`config.mk`:
```
export PLATFORM = sky130hd
export DESIGN_NAME = spi_cmd_sequencer_flat
export DESIGN_NICKNAME = d
export VERILOG_FILES = /design/src/rtl/spi_cmd_sequencer_pkg.sv /design/src/rtl/spi_cmd_sequencer_if.sv /design/src/rtl/spi_cmd_sequencer_sync_2ff.sv /design/src/rtl/spi_cmd_sequencer.sv /design/src/flat_wrapper.sv
export SDC_FILE = /design/constraint.sdc
export NUM_CORES = 1
export LEC_CHECK = 0
export CAP_MARGIN = 20
export CORE_MARGIN = 1.5
export CORE_UTILIZATION = 53
export DETAILED_ROUTE_END_ITERATION = 8
export GPL_TIMING_DRIVEN = 0
export PLACE_DENSITY_LB_ADDON = 0.2
export SYNTH_ARGS = -nofsm -noshare
export SYNTH_HDL_FRONTEND = slang
export SYNTH_SLANG_ARGS = --single-unit
```
`constraint.sdc`:
```
create_clock -name sys_clk -period 4.31 [get_ports sys_clk]
set_input_delay 0.862 -clock sys_clk [delete_from_list [all_inputs] [get_ports sys_clk]]
set_output_delay 0.862 -clock sys_clk [all_outputs]
set_load 0.05 [all_outputs]
```
`src/rtl/spi_cmd_sequencer_pkg.sv`:
```
// Shared constants and types for the SPI command sequencer.
package spi_seq_pkg;

  // Width of the address field carried in a command byte
  localparam int CMD_ADDR_W = 6;

  // Command opcodes (top two bits of the command byte)
  localparam logic [1:0] OP_WR   = 2'b00;
  localparam logic [1:0] OP_RD   = 2'b01;
  localparam logic [1:0] OP_STRM = 2'b10;
  localparam logic [1:0] OP_STAT = 2'b11;

  // Fixed upper nibble of every STATUS byte
  localparam logic [3:0] STATUS_MAGIC = 4'b1010;

  typedef enum logic [2:0] {
    ST_IDLE    = 3'd0,
    ST_CMD     = 3'd1,
    ST_WR      = 3'd2,
    ST_RD      = 3'd3,
    ST_STRM_HI = 3'd4,
    ST_STRM_LO = 3'd5,
    ST_STAT    = 3'd6
  } seq_state_e;

  // STATUS = {magic, 2'b00, underrun, fifo-not-empty}
  function automatic logic [7:0] status_byte(input logic underrun, input logic smp_valid);
    return {STATUS_MAGIC, 2'b00, underrun, smp_valid};
  endfunction

endpackage

```
`src/rtl/spi_cmd_sequencer_if.sv`:
```
// Byte / sample / config-bank bundle between the SPI peripheral side,
// the sample FIFO and the DSP configuration consumers.
interface spi_seq_if #(
  parameter int NUM_REGS = 16,
  parameter int SMP_W    = 16
) ();
  import spi_seq_pkg::*;

  logic                      rx_done;
  logic [7:0]                rx_data;
  logic [7:0]                tx_data;
  logic [SMP_W-1:0]          smp_data;
  logic                      smp_valid;
  logic                      smp_ready;
  logic [NUM_REGS*8-1:0]     cfg_regs;
  logic                      cfg_wr_stb;
  logic [CMD_ADDR_W-1:0]     cfg_wr_addr;
  logic                      busy;

  // Sequencer side
  modport slave (
    input  rx_done, rx_data, smp_data, smp_valid,
    output tx_data, smp_ready, cfg_regs, cfg_wr_stb, cfg_wr_addr, busy
  );

  // Environment side (peripheral, FIFO, config consumers)
  modport master (
    output rx_done, rx_data, smp_data, smp_valid,
    input  tx_data, smp_ready, cfg_regs, cfg_wr_stb, cfg_wr_addr, busy
  );

endinterface

```
`src/rtl/spi_cmd_sequencer_sync_2ff.sv`:
```
// Two-flop synchronizer with registered history for edge detection.
module sync_2ff #(
  parameter logic RST_VAL = 1'b1
) (
  input  logic i_clk,
  input  logic i_rst_n,
  input  logic i_d,
  output logic o_q,
  output logic o_rise,
  output logic o_fall
);

  logic r_meta;
  logic r_sync;
  logic r_prev;

  // Metastability chain plus one history flop for edge detection
  always_ff @(posedge i_clk or negedge i_rst_n) begin
    if (!i_rst_n) begin
      r_meta <= RST_VAL;
      r_sync <= RST_VAL;
      r_prev <= RST_VAL;
    end else begin
      r_meta <= i_d;
      r_sync <= r_meta;
      r_prev <= r_sync;
    end
  end

  assign o_q    = r_sync;
  assign o_rise =  r_sync & ~r_prev;
  assign o_fall = ~r_sync &  r_prev;

endmodule

```
`src/rtl/spi_cmd_sequencer.sv`:
```
// Transaction controller behind the SPI peripheral: decodes command bytes
// into config-register writes/reads, sample streaming and status reads,
// and presents the next byte to shift out one cycle after each rx_done.
module spi_cmd_sequencer
  import spi_seq_pkg::*;
#(
  parameter int NUM_REGS = 16,
  parameter int SMP_W    = 16
) (
  input  logic      sys_clk,
  input  logic      rst_n,
  input  logic      csn_pad,
  spi_seq_if.slave  bus
);

  localparam int IDX_W = (NUM_REGS > 1) ? $clog2(NUM_REGS) : 1;
  localparam logic [CMD_ADDR_W:0] NREG_L = (CMD_ADDR_W+1)'(NUM_REGS);

  // Register-bank read with out-of-range addresses returning zero
  function automatic logic [7:0] reg_at(input logic [NUM_REGS*8-1:0] bank,
                                        input logic [CMD_ADDR_W-1:0] a);
    if ({1'b0, a} < NREG_L) reg_at = bank[{a[IDX_W-1:0], 3'b000} +: 8];
    else                    reg_at = 8'h00;
  endfunction

  seq_state_e              r_state;
  seq_state_e              w_state_nxt;

  logic [7:0]              r_tx;
  logic [CMD_ADDR_W-1:0]   r_ptr;
  logic [SMP_W-1:0]        r_hold;
  logic                    r_unr;
  logic [NUM_REGS*8-1:0]   r_cfg;
  logic                    r_wr_stb;
  logic [CMD_ADDR_W-1:0]   r_wr_addr;
  logic                    r_smp_rdy;

  logic                    w_csn_sync;
  logic                    w_csn_rise;
  logic                    w_csn_fall;
  logic [1:0]              w_op;
  logic [CMD_ADDR_W-1:0]   w_cmd_addr;
  logic [CMD_ADDR_W-1:0]   w_ptr_inc;
  logic [7:0]              w_status;
  logic [7:0]              w_rd_cmd;
  logic [7:0]              w_rd_next;
  logic                    w_wr_in_range;

  logic                    w_tx_load;
  logic [7:0]              w_tx_nxt;
  logic                    w_ptr_load;
  logic [CMD_ADDR_W-1:0]   w_ptr_nxt;
  logic                    w_fetch;
  logic                    w_wr_en;
  logic                    w_unr_clr;
  logic                    w_unr_set;

  sync_2ff #(.RST_VAL(1'b1)) u_csn_sync (
    .i_clk   (sys_clk),
    .i_rst_n (rst_n),
    .i_d     (csn_pad),
    .o_q     (w_csn_sync),
    .o_rise  (w_csn_rise),
    .o_fall  (w_csn_fall)
  );

  assign w_op          = bus.rx_data[7:6];
  assign w_cmd_addr    = bus.rx_data[CMD_ADDR_W-1:0];
  assign w_ptr_inc     = r_ptr + 1'b1;
  assign w_status      = status_byte(r_unr, bus.smp_valid);
  assign w_rd_cmd      = reg_at(r_cfg, w_cmd_addr);
  assign w_rd_next     = reg_at(r_cfg, w_ptr_inc);
  assign w_wr_in_range = ({1'b0, r_ptr} < NREG_L);
  assign w_unr_set     = w_fetch & ~bus.smp_valid;

  // State register
  always_ff @(posedge sys_clk or negedge rst_n) begin
    if (!rst_n) r_state <= ST_IDLE;
    else        r_state <= w_state_nxt;
  end

  // Next-state: frame entry on CSN fall, exit on CSN rise, byte-driven otherwise
  always_comb begin
    w_state_nxt = r_state;
    if (r_state == ST_IDLE) begin
      if (w_csn_fall) w_state_nxt = ST_CMD;
    end else if (w_csn_rise) begin
      w_state_nxt = ST_IDLE;
    end else if (bus.rx_done) begin
      case (r_state)
        ST_CMD: begin
          case (w_op)
            OP_WR:   w_state_nxt = ST_WR;
            OP_RD:   w_state_nxt = ST_RD;
            OP_STRM: w_state_nxt = ST_STRM_LO;
            default: w_state_nxt = ST_STAT;
          endcase
        end
        ST_STRM_LO: w_state_nxt = ST_STRM_HI;
        ST_STRM_HI: w_state_nxt = ST_STRM_LO;
        default:    w_state_nxt = r_state;
      endcase
    end
  end

  // Per-state actions; a byte coincident with CSN rise is still acted on
  always_comb begin
    w_tx_load  = 1'b0;
    w_tx_nxt   = r_tx;
    w_ptr_load = 1'b0;
    w_ptr_nxt  = r_ptr;
    w_fetch    = 1'b0;
    w_wr_en    = 1'b0;
    w_unr_clr  = 1'b0;
    if (r_state == ST_IDLE) begin
      w_tx_load = 1'b1;
      w_tx_nxt  = w_status;
    end else if (bus.rx_done) begin
      case (r_state)
        ST_CMD: begin
          w_ptr_load = 1'b1;
          w_ptr_nxt  = w_cmd_addr;
          case (w_op)
            OP_WR: begin
              w_tx_load = 1'b1;
              w_tx_nxt  = 8'h00;
            end
            OP_RD: begin
              w_tx_load = 1'b1;
              w_tx_nxt  = w_rd_cmd;
            end
            OP_STRM: w_fetch = 1'b1;
            default: begin
              w_unr_clr = 1'b1;
              w_tx_load = 1'b1;
              w_tx_nxt  = status_byte(1'b0, bus.smp_valid);
            end
          endcase
        end
        ST_WR: begin
          w_wr_en    = 1'b1;
          w_ptr_load = 1'b1;
          w_ptr_nxt  = w_ptr_inc;
          w_tx_load  = 1'b1;
          w_tx_nxt   = 8'h00;
        end
        ST_RD: begin
          w_ptr_load = 1'b1;
          w_ptr_nxt  = w_ptr_inc;
          w_tx_load  = 1'b1;
          w_tx_nxt   = w_rd_next;
        end
        ST_STRM_LO: begin
          w_tx_load = 1'b1;
          w_tx_nxt  = r_hold[7:0];
        end
        ST_STRM_HI: w_fetch = 1'b1;
        ST_STAT: begin
          w_tx_load = 1'b1;
          w_tx_nxt  = w_status;
        end
        default: ;
      endcase
    end
    if (w_fetch) begin
      w_tx_load = 1'b1;
      w_tx_nxt  = bus.smp_valid ? bus.smp_data[SMP_W-1 -: 8] : 8'h00;
    end
  end

  // Outgoing byte, address pointer and sample hold register
  always_ff @(posedge sys_clk or negedge rst_n) begin
    if (!rst_n) begin
      r_tx   <= {STATUS_MAGIC, 4'b0000};
      r_ptr  <= '0;
      r_hold <= '0;
    end else begin
      if (w_tx_load)  r_tx  <= w_tx_nxt;
      if (w_ptr_load) r_ptr <= w_ptr_nxt;
      if (w_fetch)    r_hold <= bus.smp_valid ? bus.smp_data : '0;
    end
  end

  // Sticky underrun: a set in the same cycle as a clear wins
  always_ff @(posedge sys_clk or negedge rst_n) begin
    if (!rst_n)         r_unr <= 1'b0;
    else if (w_unr_set) r_unr <= 1'b1;
    else if (w_unr_clr) r_unr <= 1'b0;
  end

  // Config bank write and its one-cycle commit strobe
  always_ff @(posedge sys_clk or negedge rst_n) begin
    if (!rst_n) begin
      r_cfg     <= '0;
      r_wr_stb  <= 1'b0;
      r_wr_addr <= '0;
    end else begin
      r_wr_stb <= w_wr_en & w_wr_in_range;
      if (w_wr_en && w_wr_in_range) begin
        r_cfg[{r_ptr[IDX_W-1:0], 3'b000} +: 8] <= bus.rx_data;
        r_wr_addr <= r_ptr;
      end
    end
  end

  // FIFO pop strobe, only when a sample was actually taken
  always_ff @(posedge sys_clk or negedge rst_n) begin
    if (!rst_n) r_smp_rdy <= 1'b0;
    else        r_smp_rdy <= w_fetch & bus.smp_valid;
  end

  // While idle the outgoing byte follows live STATUS so the first byte of a frame is current
  assign bus.tx_data     = (r_state == ST_IDLE) ? w_status : r_tx;
  assign bus.smp_ready   = r_smp_rdy;
  assign bus.cfg_regs    = r_cfg;
  assign bus.cfg_wr_stb  = r_wr_stb;
  assign bus.cfg_wr_addr = r_wr_addr;
  assign bus.busy        = ~w_csn_sync & (r_state != ST_IDLE);

endmodule

```
`src/flat_wrapper.sv`:
```
// flat-port wrapper written by rule: the top's interface ports become plain ports
module spi_cmd_sequencer_flat import spi_seq_pkg::*;
#(
  parameter int NUM_REGS = 16,
  parameter int SMP_W    = 16
)
  (sys_clk, rst_n, csn_pad, bus_rx_done, bus_rx_data, bus_smp_data, bus_smp_valid, bus_tx_data, bus_smp_ready, bus_cfg_regs, bus_cfg_wr_stb, bus_cfg_wr_addr, bus_busy);
  spi_seq_if #(.NUM_REGS(NUM_REGS), .SMP_W(SMP_W)) bus_i ();
  input  logic sys_clk;
  input  logic rst_n;
  input  logic csn_pad;
  input wire logic [$bits(bus_i.rx_done)-1:0] bus_rx_done;
  input wire logic [$bits(bus_i.rx_data)-1:0] bus_rx_data;
  input wire logic [$bits(bus_i.smp_data)-1:0] bus_smp_data;
  input wire logic [$bits(bus_i.smp_valid)-1:0] bus_smp_valid;
  output wire logic [$bits(bus_i.tx_data)-1:0] bus_tx_data;
  output wire logic [$bits(bus_i.smp_ready)-1:0] bus_smp_ready;
  output wire logic [$bits(bus_i.cfg_regs)-1:0] bus_cfg_regs;
  output wire logic [$bits(bus_i.cfg_wr_stb)-1:0] bus_cfg_wr_stb;
  output wire logic [$bits(bus_i.cfg_wr_addr)-1:0] bus_cfg_wr_addr;
  output wire logic [$bits(bus_i.busy)-1:0] bus_busy;
  assign bus_i.rx_done = bus_rx_done;
  assign bus_i.rx_data = bus_rx_data;
  assign bus_i.smp_data = bus_smp_data;
  assign bus_i.smp_valid = bus_smp_valid;
  assign bus_tx_data = bus_i.tx_data;
  assign bus_smp_ready = bus_i.smp_ready;
  assign bus_cfg_regs = bus_i.cfg_regs;
  assign bus_cfg_wr_stb = bus_i.cfg_wr_stb;
  assign bus_cfg_wr_addr = bus_i.cfg_wr_addr;
  assign bus_busy = bus_i.busy;
  spi_cmd_sequencer #(.NUM_REGS(NUM_REGS), .SMP_W(SMP_W)) u_core (.sys_clk(sys_clk), .rst_n(rst_n), .csn_pad(csn_pad), .bus(bus_i));
endmodule
```
# Yosys cells after proc, flatten, opt, wreduce, memory -nomap -nowiden
# Cells that the tools add are included.
# totals
input_bits	29
reg_bits	165
ramBits	0
wordCells	97
output_inout_bits	145
romBits	0
mem_count	0
latchBits	0
# classes
n_lt_le_gt_ge	3
bitwise	10
mul	0
muxes	39
shift	4
addsub	2
eq_ne	10
reduce_logical	17
div	0
# op_table
cell	n
$shiftx 128x8->8	2
$bwmux 128	1
$shift 8x9->128 const A	1
$shiftx 8x9->128	1
$mux 8	8
$pmux 8 s5	1
$pmux 8 s3	1
$mux 1	19
$lt 6x5->1 const B	3
$pmux 3 s3	2
$mux 3	4
$pmux 6 s2	1
$eq 3x3->1 const B	3
$neg 7->9	1
$reduce_bool 3->1	3
$reduce_and 4->1	2
$reduce_bool 7->1	1
$add 6x1->6 const B	1
$and 1x1->1	6
$eq 3x2->1 const B	2
$reduce_or 3->1	2
$reduce_bool 5->1	1
$ne 4x2->1 const B	1
$not 1->1	4
other kinds (12)	14

# Depth between registers and ports, before layout
# Gate-level depths: netlist of run 1.
# logic_depth
word_depth	8
depth_mapped	11
mapped_depth_nobuf	7

# Cells and area by module
# A second synthesis of run 1 with hierarchy kept.
# unflattened
cells_unflattened	717
area_unflattened_um2	9435.3
# by_module_without_submodules
mod	area_each_um2	cells_per_inst	n_inst	seq_area_each_um2
spi_cmd_sequencer	9341.5	712	1	4056.4
sync_2ff	93.8	5	1	78.8

# Least setup slack after synthesis of run 1
# OpenSTA, ideal clock, no wires.
# synth_path
kind	register -> register
from	register u_core.r_ptr[0]
to	register u_core.r_tx[1]
setup_time_ps	134
synth_period_minus_slack_ps	2997
t_arrival_ps	2862
required_time_ps	4176
setup_slack_ps	1313
path_buffers	3
path_stages_with_launch	10
cell_sequence	dfrtp_1 buf_2 buf_2 inv_1 ha_1 buf_4 mux4_2 mux4_2 a221oi_1 o21ai_1
# synth_via
elab_chain_len	7
word_cells_on_any_way	8
classes_between	add/sub (1); order compare (1); shift (1); mux (5)
# synth_lines
element	line	source
start, declared	spi_cmd_sequencer.sv:30	logic [CMD_ADDR_W-1:0] r_ptr;
start signal, assigned	spi_cmd_sequencer.sv:179	if (w_ptr_load) r_ptr <= w_ptr_nxt;
$add 6x1->6 (*)	spi_cmd_sequencer.sv:69	assign w_ptr_inc = r_ptr + 1'b1;
$shiftx 128x8->8 or $lt 6x5->1 (tied branches)	spi_cmd_sequencer.sv:22	if ({1'b0, a} < NREG_L) reg_at = bank[{a[IDX_W-1:0], 3'b000} +: 8];
$mux 8 (*)	spi_cmd_sequencer.sv:22	
$pmux 8 s5 (*)	spi_cmd_sequencer.sv:119	case (r_state)
$mux 8 (*)	spi_cmd_sequencer.sv:118	end else if (bus.rx_done) begin
$mux 8 (*)	spi_cmd_sequencer.sv:115	if (r_state == ST_IDLE) begin
$mux 8 (*)	spi_cmd_sequencer.sv:165	if (w_fetch) begin
end signal, assigned	spi_cmd_sequencer.sv:174	r_tx <= {STATUS_MAGIC, 4'b0000};
end signal, assigned	spi_cmd_sequencer.sv:178	if (w_tx_load) r_tx <= w_tx_nxt;
end, declared	spi_cmd_sequencer.sv:29	logic [7:0] r_tx;
# Every way passes the cells marked *; elsewhere a longest branch is shown, timed or not. The select of a mux whose other input is x is not followed.
# A chain may end at the register's enable or synchronous reset.

# Worst setup path after layout of run 1
# layout_path
from	register u_core.r_ptr[0]
to	register u_core.r_cfg[87], in the netlist u_core.bus.cfg_regs[87]
# layout_via
elab_chain_len	3
word_cells_on_any_way	6
classes_between	add/sub (1); order compare (1); shift (2); mux (1); reduce/logical (1)
# layout_lines
element	line	source
$neg 7->9	spi_cmd_sequencer.sv:200	r_cfg[{r_ptr[IDX_W-1:0], 3'b000} +: 8] <= bus.rx_data;
$shiftx 8x9->128 or $shift 8x9->128 (tied branches)	spi_cmd_sequencer.sv:200	
$bwmux 128	spi_cmd_sequencer.sv:200	
end signal, assigned by index	spi_cmd_sequencer.sv:200	
end, declared	spi_cmd_sequencer.sv:33	logic [NUM_REGS*8-1:0] r_cfg;
# Several ways; a longest one is shown, not always the timed one.

==> results of run 1 <==
-- area by class of cell --
cell class | count | share of cell area (%)
multi-input cells | 532 | 41.4
flip-flops and latches | 165 | 34.3
repair buffers | 171 | 14.4
clock buffers | 18 | 3.64
well taps | 225 | 2.33
plain buffers | 56 | 2.12
clock inverters | 14 | 1.49
inverters | 10 | 0.311
-- worst max-delay path by stage --
stage / to / slack, ps / startpoint
after global routing: u_core.bus.cfg_regs[87]$_DFFE_PN0P_ / 20 / u_core.r_ptr[0]$_DFFE_PN0P_
after detailed placement: u_core.bus.cfg_regs[117]$_DFFE_PN0P_ / 180 / u_core.r_ptr[0]$_DFFE_PN0P_
final: u_core.bus.cfg_regs[87]$_DFFE_PN0P_ / 170 / u_core.r_ptr[0]$_DFFE_PN0P_
after CTS: u_core.bus.cfg_regs[117]$_DFFE_PN0P_ / 150 / u_core.r_ptr[0]$_DFFE_PN0P_
after global placement: u_core.bus.cfg_regs[51]$_DFFE_PN0P_ / -4400 / rst_n
after floorplan: u_core.r_tx[1]$_DFFE_PN0P_ / 1310 / u_core.r_ptr[0]$_DFFE_PN0P_
-- layout by cell type, fill, tap and decap left out, drive strengths merged, types with 3 or more instances in the layout --
master	n
inv	18
mux4	69
xor2	3
nand2b	11
o21a	5
a21oi	12
o31ai	4
dfrtp	160
clkdlybuf4s50	169
nand3	17
nand2	78
nor2	24
nand4	7
and2	7
ha	10
a22oi	4
o22ai	8
nand3b	6
a221oi	3
a311oi	4
mux2i	16
nor3	15
nor3b	3
clkbuf	53
buf	23
and3	11
a222oi	4
nor2b	18
or2	3
o21ai	56
a211oi	3
mux2	105
nor4	3
a2111oi	4
dfstp	5
-- cells in the mapped netlist, types with 4 or more instances --
cell       instances  area, um^2
nand4_1            7        43.8
mux2i_1           16         160
mux4_2            69        1550
a22oi_1            4        30.0
o21ai_0           53         265
ha_1              10         125
nor2b_1           18         113
mux2_2           104        1170
nand2_1           78         293
dfstp_2            5         131
nand3b_1           6        45.0
buf_2             12        60.1
dfrtp_1          160        4000
o21a_1             5        37.5
o22ai_1            8        50.1
buf_4              6        45.0
a311oi_1           4        35.0
a2111oi_0          4        35.0
nand2b_1          11        68.8
nor2_1            24        90.1
clkbuf_1          35         131
nor3_4             5        81.3
nand3_1           17        85.1
nor3_1            10        50.1
o31ai_1            4        30.0
and3_1            11        68.8
a222oi_1           4        40.0
and2_1             7        43.8
a21oi_1           11        55.1
inv_1             10        37.5
-- worst register-to-register path, stage by stage (launching register included) --
cell	delay [ps]
dfrtp_1	500
buf_2	330
buf_2	360
inv_1	180
ha_1	510
buf_4	300
buf_2	290
nand3b_1	180
nor4b_4	950
mux2_2	420
-- power by group through the flow --
| stage | clock (uW) | combinational [uW] | sequential (uW) |
|---|---|---|---|
| 6_report | 1620 | 4060 | 2260 |
| 5_1_grt | 1690 | 4260 | 2300 |
| 4_1_cts | 1630 | 4030 | 2240 |
| 3_5_place_dp | 0 | 4000 | 2260 |
| 3_3_place_gp | 0 | 3960 | 2260 |
| 2_1_floorplan | 0 | 2060 | 2910 |
-- cells by family after synthesis --
| logic type | count (synthesis) | synth area share (%) |
|---|---|---|
| flip-flops | 165 | 43.9 |
| XOR/XNOR | 5 | 0.903 |
| AO/OA/AOI/OAI | 122 | 8.33 |
| multiplexers | 190 | 30.8 |
| adder cells (fa/ha/maj) | 10 | 1.33 |
| AND/OR/NAND/NOR | 205 | 11.7 |
| buffers and inverters | 66 | 3.11 |
-- routing by layer --
layer,vias to the layer above,part of all wire (%)
met5,-,0
met4,0,5.2
met3,105,11
met2,572,45
met1,3965,39
li1,3264,-
-- stage by stage --
stage	instance area [um^2]	total power (uW)	cells	util, %
after global routing	12100	8250	1191	69.5
after CTS	12100	7900	1191	69.4
after global placement	11400	6220	1158	65.7
after floorplan	9420	4970	763	-
final	12100	7940	1191	69.5
after detailed placement	11400	6260	1159	65.9
-- sequential cells by signal, summed over array words and instances (netlist names) --
register                  count
u_core.r_tx                   8
u_core.bus.cfg_wr_stb         1
u_core.r_hold                 8
u_core.u_csn_sync.r_meta      1
u_core.u_csn_sync.o_q         1
u_core.u_csn_sync.r_prev      1
u_core.bus.smp_ready          1
u_core.bus.cfg_regs         128
u_core.r_ptr                  6
u_core.r_state                3
u_core.r_unr                  1
u_core.bus.cfg_wr_addr        6
==> flow_summary.ini, run 1 <==
[status]
status = finished clean

[yosys]
yosys_warnings = 0
ys_ff_latch = 165
avgSynthCellArea_um2 = 12.3
synth_edf_count = 0
ys_async_sr_fraction_pct = 100
synth.net_count = 802
yosysSeqAreaShare_pct = 43.9
ys_types = 58
synth-main-ff-cell = dfrtp_1
synthesis.area_um2 = 9420
netlist_instances = 763

[grt]
grt_max_degree = 125
use_met1_pct = 48.9
grt-busiest-layer = met2
grt_pass1_vias = 7780
gr-total-overflow = 0
grtUsageMet2_pct = 53.6
antenna_found_initial = 1
grt_pass1_wl_mm = 48.1
grtUsageTotal_pct = 36.0
use_met3_pct = 9.51

[final_layout]
multiInputGateArea_um2 = 5000
seq_area_um2 = 4140
drive_gt1_share_pct = 26.1
fillers = 1305
area_delta_synth_final_pct = 28.0
nNetsFinal = 992
antenna_cells = 0

[timing]
setup_viol = 0
rsz0062_at_grt = false
finalHoldViolCount = 0
worst_slack_ps = 174
slew_viol_final = 0
tightest_slew_ps = 1130
period_share_pct = 96.0
fin_skew_ps = 12.5
maxSlewHeadroom_pct = 24.6
fin_tns_setup_ps = 0
fin_crit_ps = 4140
timing.fmax_ghz = 0.242
holdWs_ps = 295

[placement]
dp_hpwl_mm = 22.2
place.gp.congestion = 0.900
io_buffers = 170
place_ws_ps = 182

[floorplan]
row_count = 48
coreArea_um2 = 17400
die_w_um = 136
die_area_um2 = 18600
start_util_pct = 54.3
pin_count = 174
die_y_um = 136

[clocking]
root_buffer = clkbuf_16
cts_max_path_buffers = 2
cts_tree = done
clkSlewWorstSetupHoldPaths_ps = 70
htreeDepth = 4
postCtsHoldBufs = 0
post_cts_buffers = 0
clock_sinks = 165
insertion_delay_ps = 450
cts.repair.resized = 0
cts_buffers = 17

[power_and_ir_drop]
p_sw_share_pct = 45.8
power_leakage_uw = 0.00509
switchingPower_uw = 3630
power_density_nw_per_um2 = 658
ir_drop_uv = 435
clkPwrFrac_pct = 20.4
intPower_uw = 4300
seq_power_share_pct = 28.5
pwr-share-comb_pct = 51.1

[setup_path]
critPathMaxFanout = 10
critPathTopFamily = buffers and inverters
reg2regPathDepth = 9
critical-path-slowest-cell = nor4b_4
critical_path_depth = 9
cp.required_ps = 4640
r2r-end = u_core.bus.cfg_regs[87]$_DFFE_PN0P_
max_stage_delay_ps = 950
r2r_start = u_core.r_ptr[0]$_DFFE_PN0P_
cp.arrival_ps = 4470
cp_cell_sequence = buf_2 -> buf_2 -> inv_1 -> ha_1 -> buf_4 -> buf_2 -> nand3b_1 -> nor4b_4 -> mux2_2
cp-start-kind = flop
cp-end-kind = flop
cp_common_cell = buf_2
rrSetupSlack_ps = 170
worst-path-buf-inv = 5
path_class = reg -> reg

[route]
viasPerCell = 6.64
num_vias = 7906
drt_iter0_drc = 863
drt-pass1-iter-count = 5
drt_wl_total_mm = 32.0
drc_errors = 0
drtAntennaViolNets = 0
wire_per_inst_um = 26.9

[run]
drv_cap = 0

[hold_path]
hp-class = in -> async
(Power assumes the default switching activity.)
==> run 2: changes to the inputs <==
--- a/config.mk
+++ b/config.mk
@@ -7,8 +7,9 @@
 export LEC_CHECK = 0
 export CAP_MARGIN = 20
 export CORE_MARGIN = 1.5
-export CORE_UTILIZATION = 53
+export CORE_UTILIZATION = 55
 export DETAILED_ROUTE_END_ITERATION = 8
+export DONT_BUFFER_PORTS = 1
 export GPL_TIMING_DRIVEN = 0
 export PLACE_DENSITY_LB_ADDON = 0.2
 export SYNTH_ARGS = -nofsm -noshare
==> run 2 against run 1 <==
Clock skew decreased by 4.2 ps; core utilization fell by 7.8 points; register-to-register slack lost 20 ps; critical path depth unchanged; design area shrank 15%; routed wire length shrank 2.7%; total power decreased by 8.1%; clock power down 6%; critical path type unchanged.
==> flow_summary.ini, run 2 (synthesis gave the netlist of run 1 again) <==
[timing]
fin_tns_setup_ps = 0
fin_crit_ps = 4160
period_share_pct = 96.4
maxSlewHeadroom_pct = 31.3
setup_viol = 0
fin_skew_ps = 8.32
finalHoldViolCount = 0
rsz0062_at_grt = false
tightest_slew_ps = 1030
timing.fmax_ghz = 0.241
slew_viol_final = 0

[setup_path]
cp-end-kind = flop
cp_cell_sequence = buf_2 -> buf_2 -> inv_1 -> ha_1 -> buf_4 -> buf_2 -> clkbuf_1 -> nand3_1 -> mux2_2
cp.arrival_ps = 4470
cp_common_cell = buf_2
max_stage_delay_ps = 680
r2r_start = u_core.r_ptr[0]$_DFFE_PN0P_
startpoint = u_core.r_ptr[0]$_DFFE_PN0P_
cp.required_ps = 4620
critical-path-slowest-cell = nand3_1
cp-start-kind = flop
critPathMaxFanout = 10
path_class = reg -> reg

[grt]
grt_pass1_wl_mm = 46.8
antenna_found_initial = 1
grt_max_degree = 166
grt_pass1_vias = 7487
gr-total-overflow = 0
grtUsageTotal_pct = 35.8

[final_layout]
area_delta_synth_final_pct = 9.03
fillers = 1342
drive_gt1_share_pct = 30.9
final_common_cell = dfrtp_1
stdcell_area_um2 = 10300
fin_cells = 1014
largest_reg_flops = 128
final_cell_mix = 160 x dfrtp_1, 104 x mux2_2, 78 x nand2_1
antenna_cells = 0
nNetsFinal = 821

[power_and_ir_drop]
intPower_uw = 3830
clkPwrFrac_pct = 20.9
switchingPower_uw = 3460
pwr-share-comb_pct = 37.1
power_density_nw_per_um2 = 710
ir_drop_uv = 375
seq_power_share_pct = 41.9
p_sw_share_pct = 47.5
power_leakage_uw = 0.00445

[route]
drtAntennaViolNets = 0
drt_wl_total_mm = 31.1
drc_errors = 0
drt-pass1-iter-count = 6
wire_per_inst_um = 30.7
drt_iter0_drc = 647
viasPerCell = 7.19
num_vias = 7288

[floorplan]
pin_count = 174
start_util_pct = 56.6
row_count = 47
die_y_um = 134
die_w_um = 134
die_area_um2 = 17900
coreArea_um2 = 16600

[clocking]
cts_buffers = 17
post_cts_buffers = 0
clkSlewWorstSetupHoldPaths_ps = 60
root_buffer = clkbuf_16
cts.repair.resized = 0
insertion_delay_ps = 430
cts_tree = done
clock_sinks = 165
cts_max_path_buffers = 2
htreeDepth = 4
postCtsHoldBufs = 0

[placement]
dp_cells = 983
dp_hpwl_mm = 22.2
io_buffers = 0
dpl_cell_area_um2 = 9690
place.gp.congestion = 0.938

[status]
status = finished clean

[run]
drv_cap = 0

[hold_path]
hp-class = in -> async
==> run 2: per-layer routing <==
metal  track usage [%]  wire length (um)  up-vias
li1                  -                 -     2914
met4              19.1              1660        2
met1              45.0             11200     3677
met2              54.1             14100      566
met5                 0                13        -
met3              13.5              4170      129
==> run 2: worst max-delay path: cells and delay by family, from the launching register on <==
| family | cells | cell delay [ps] |
|---|---|---|
| multiplexers | 1 | 490 |
| AND/OR/NAND/NOR | 1 | 680 |
| buffers and inverters | 6 | 1890 |
| flip-flops | 1 | 500 |
| adder cells (fa/ha/maj) | 1 | 460 |
==> run 2: layout make-up <==
cell class / instances / area, um^2 / share of cell area, %
well taps: 220 / 275 / 2.68
multi-input cells: 532 / 4990 / 48.6
plain buffers: 56 / 255 / 2.49
flip-flops and latches: 165 / 4140 / 40.3
inverters: 10 / 37.5 / 0.365
clock buffers: 21 / 450 / 4.39
clock inverters: 10 / 125 / 1.22
==> run 2: final timing paths <==
| check | end | slack, ps | cells after the start |
|---|---|---|---|
| min in group sys_clk | u_core.u_csn_sync.o_q$_DFF_PN1_ | 360 | 0 |
| max reg2reg | u_core.bus.cfg_regs[114]$_DFFE_PN0P_ | 150 | 9 |
| min reg2reg | u_core.u_csn_sync.o_q$_DFF_PN1_ | 360 | 0 |
| max | u_core.bus.cfg_regs[114]$_DFFE_PN0P_ | 150 | 9 |
| max in group asynchronous | u_core.r_tx[7]$_DFFE_PN1P_ | 3910 | 0 |
| min | u_core.bus.cfg_wr_addr[5]$_DFFE_PN0P_ | 120 | 0 |
==> run 2: stage by stage <==
stage / setup slack (ps) / utilization (%) / hold slack [ps] / power, uW
global placement: 298 / 58.3 / 350 / 5670
finish: 155 / 61.7 / 119 / 7290
detailed placement: 286 / 58.3 / 353 / 5740
global route: 56.4 / 61.7 / 107 / 7560
floorplan: 1310 / - / 345 / 4970
CTS: 279 / 61.7 / 117 / 7240
==> run 2: power groups by stage <==
stage                     Sequential (uW)  Combinational [uW]  Clock (uW)
after CTS                            3050                2670        1520
after global routing                 3100                2860        1590
final                                3060                2710        1530
after detailed placement             3080                2660           0
after global placement               3060                2610           0
after floorplan                      2910                2060           0
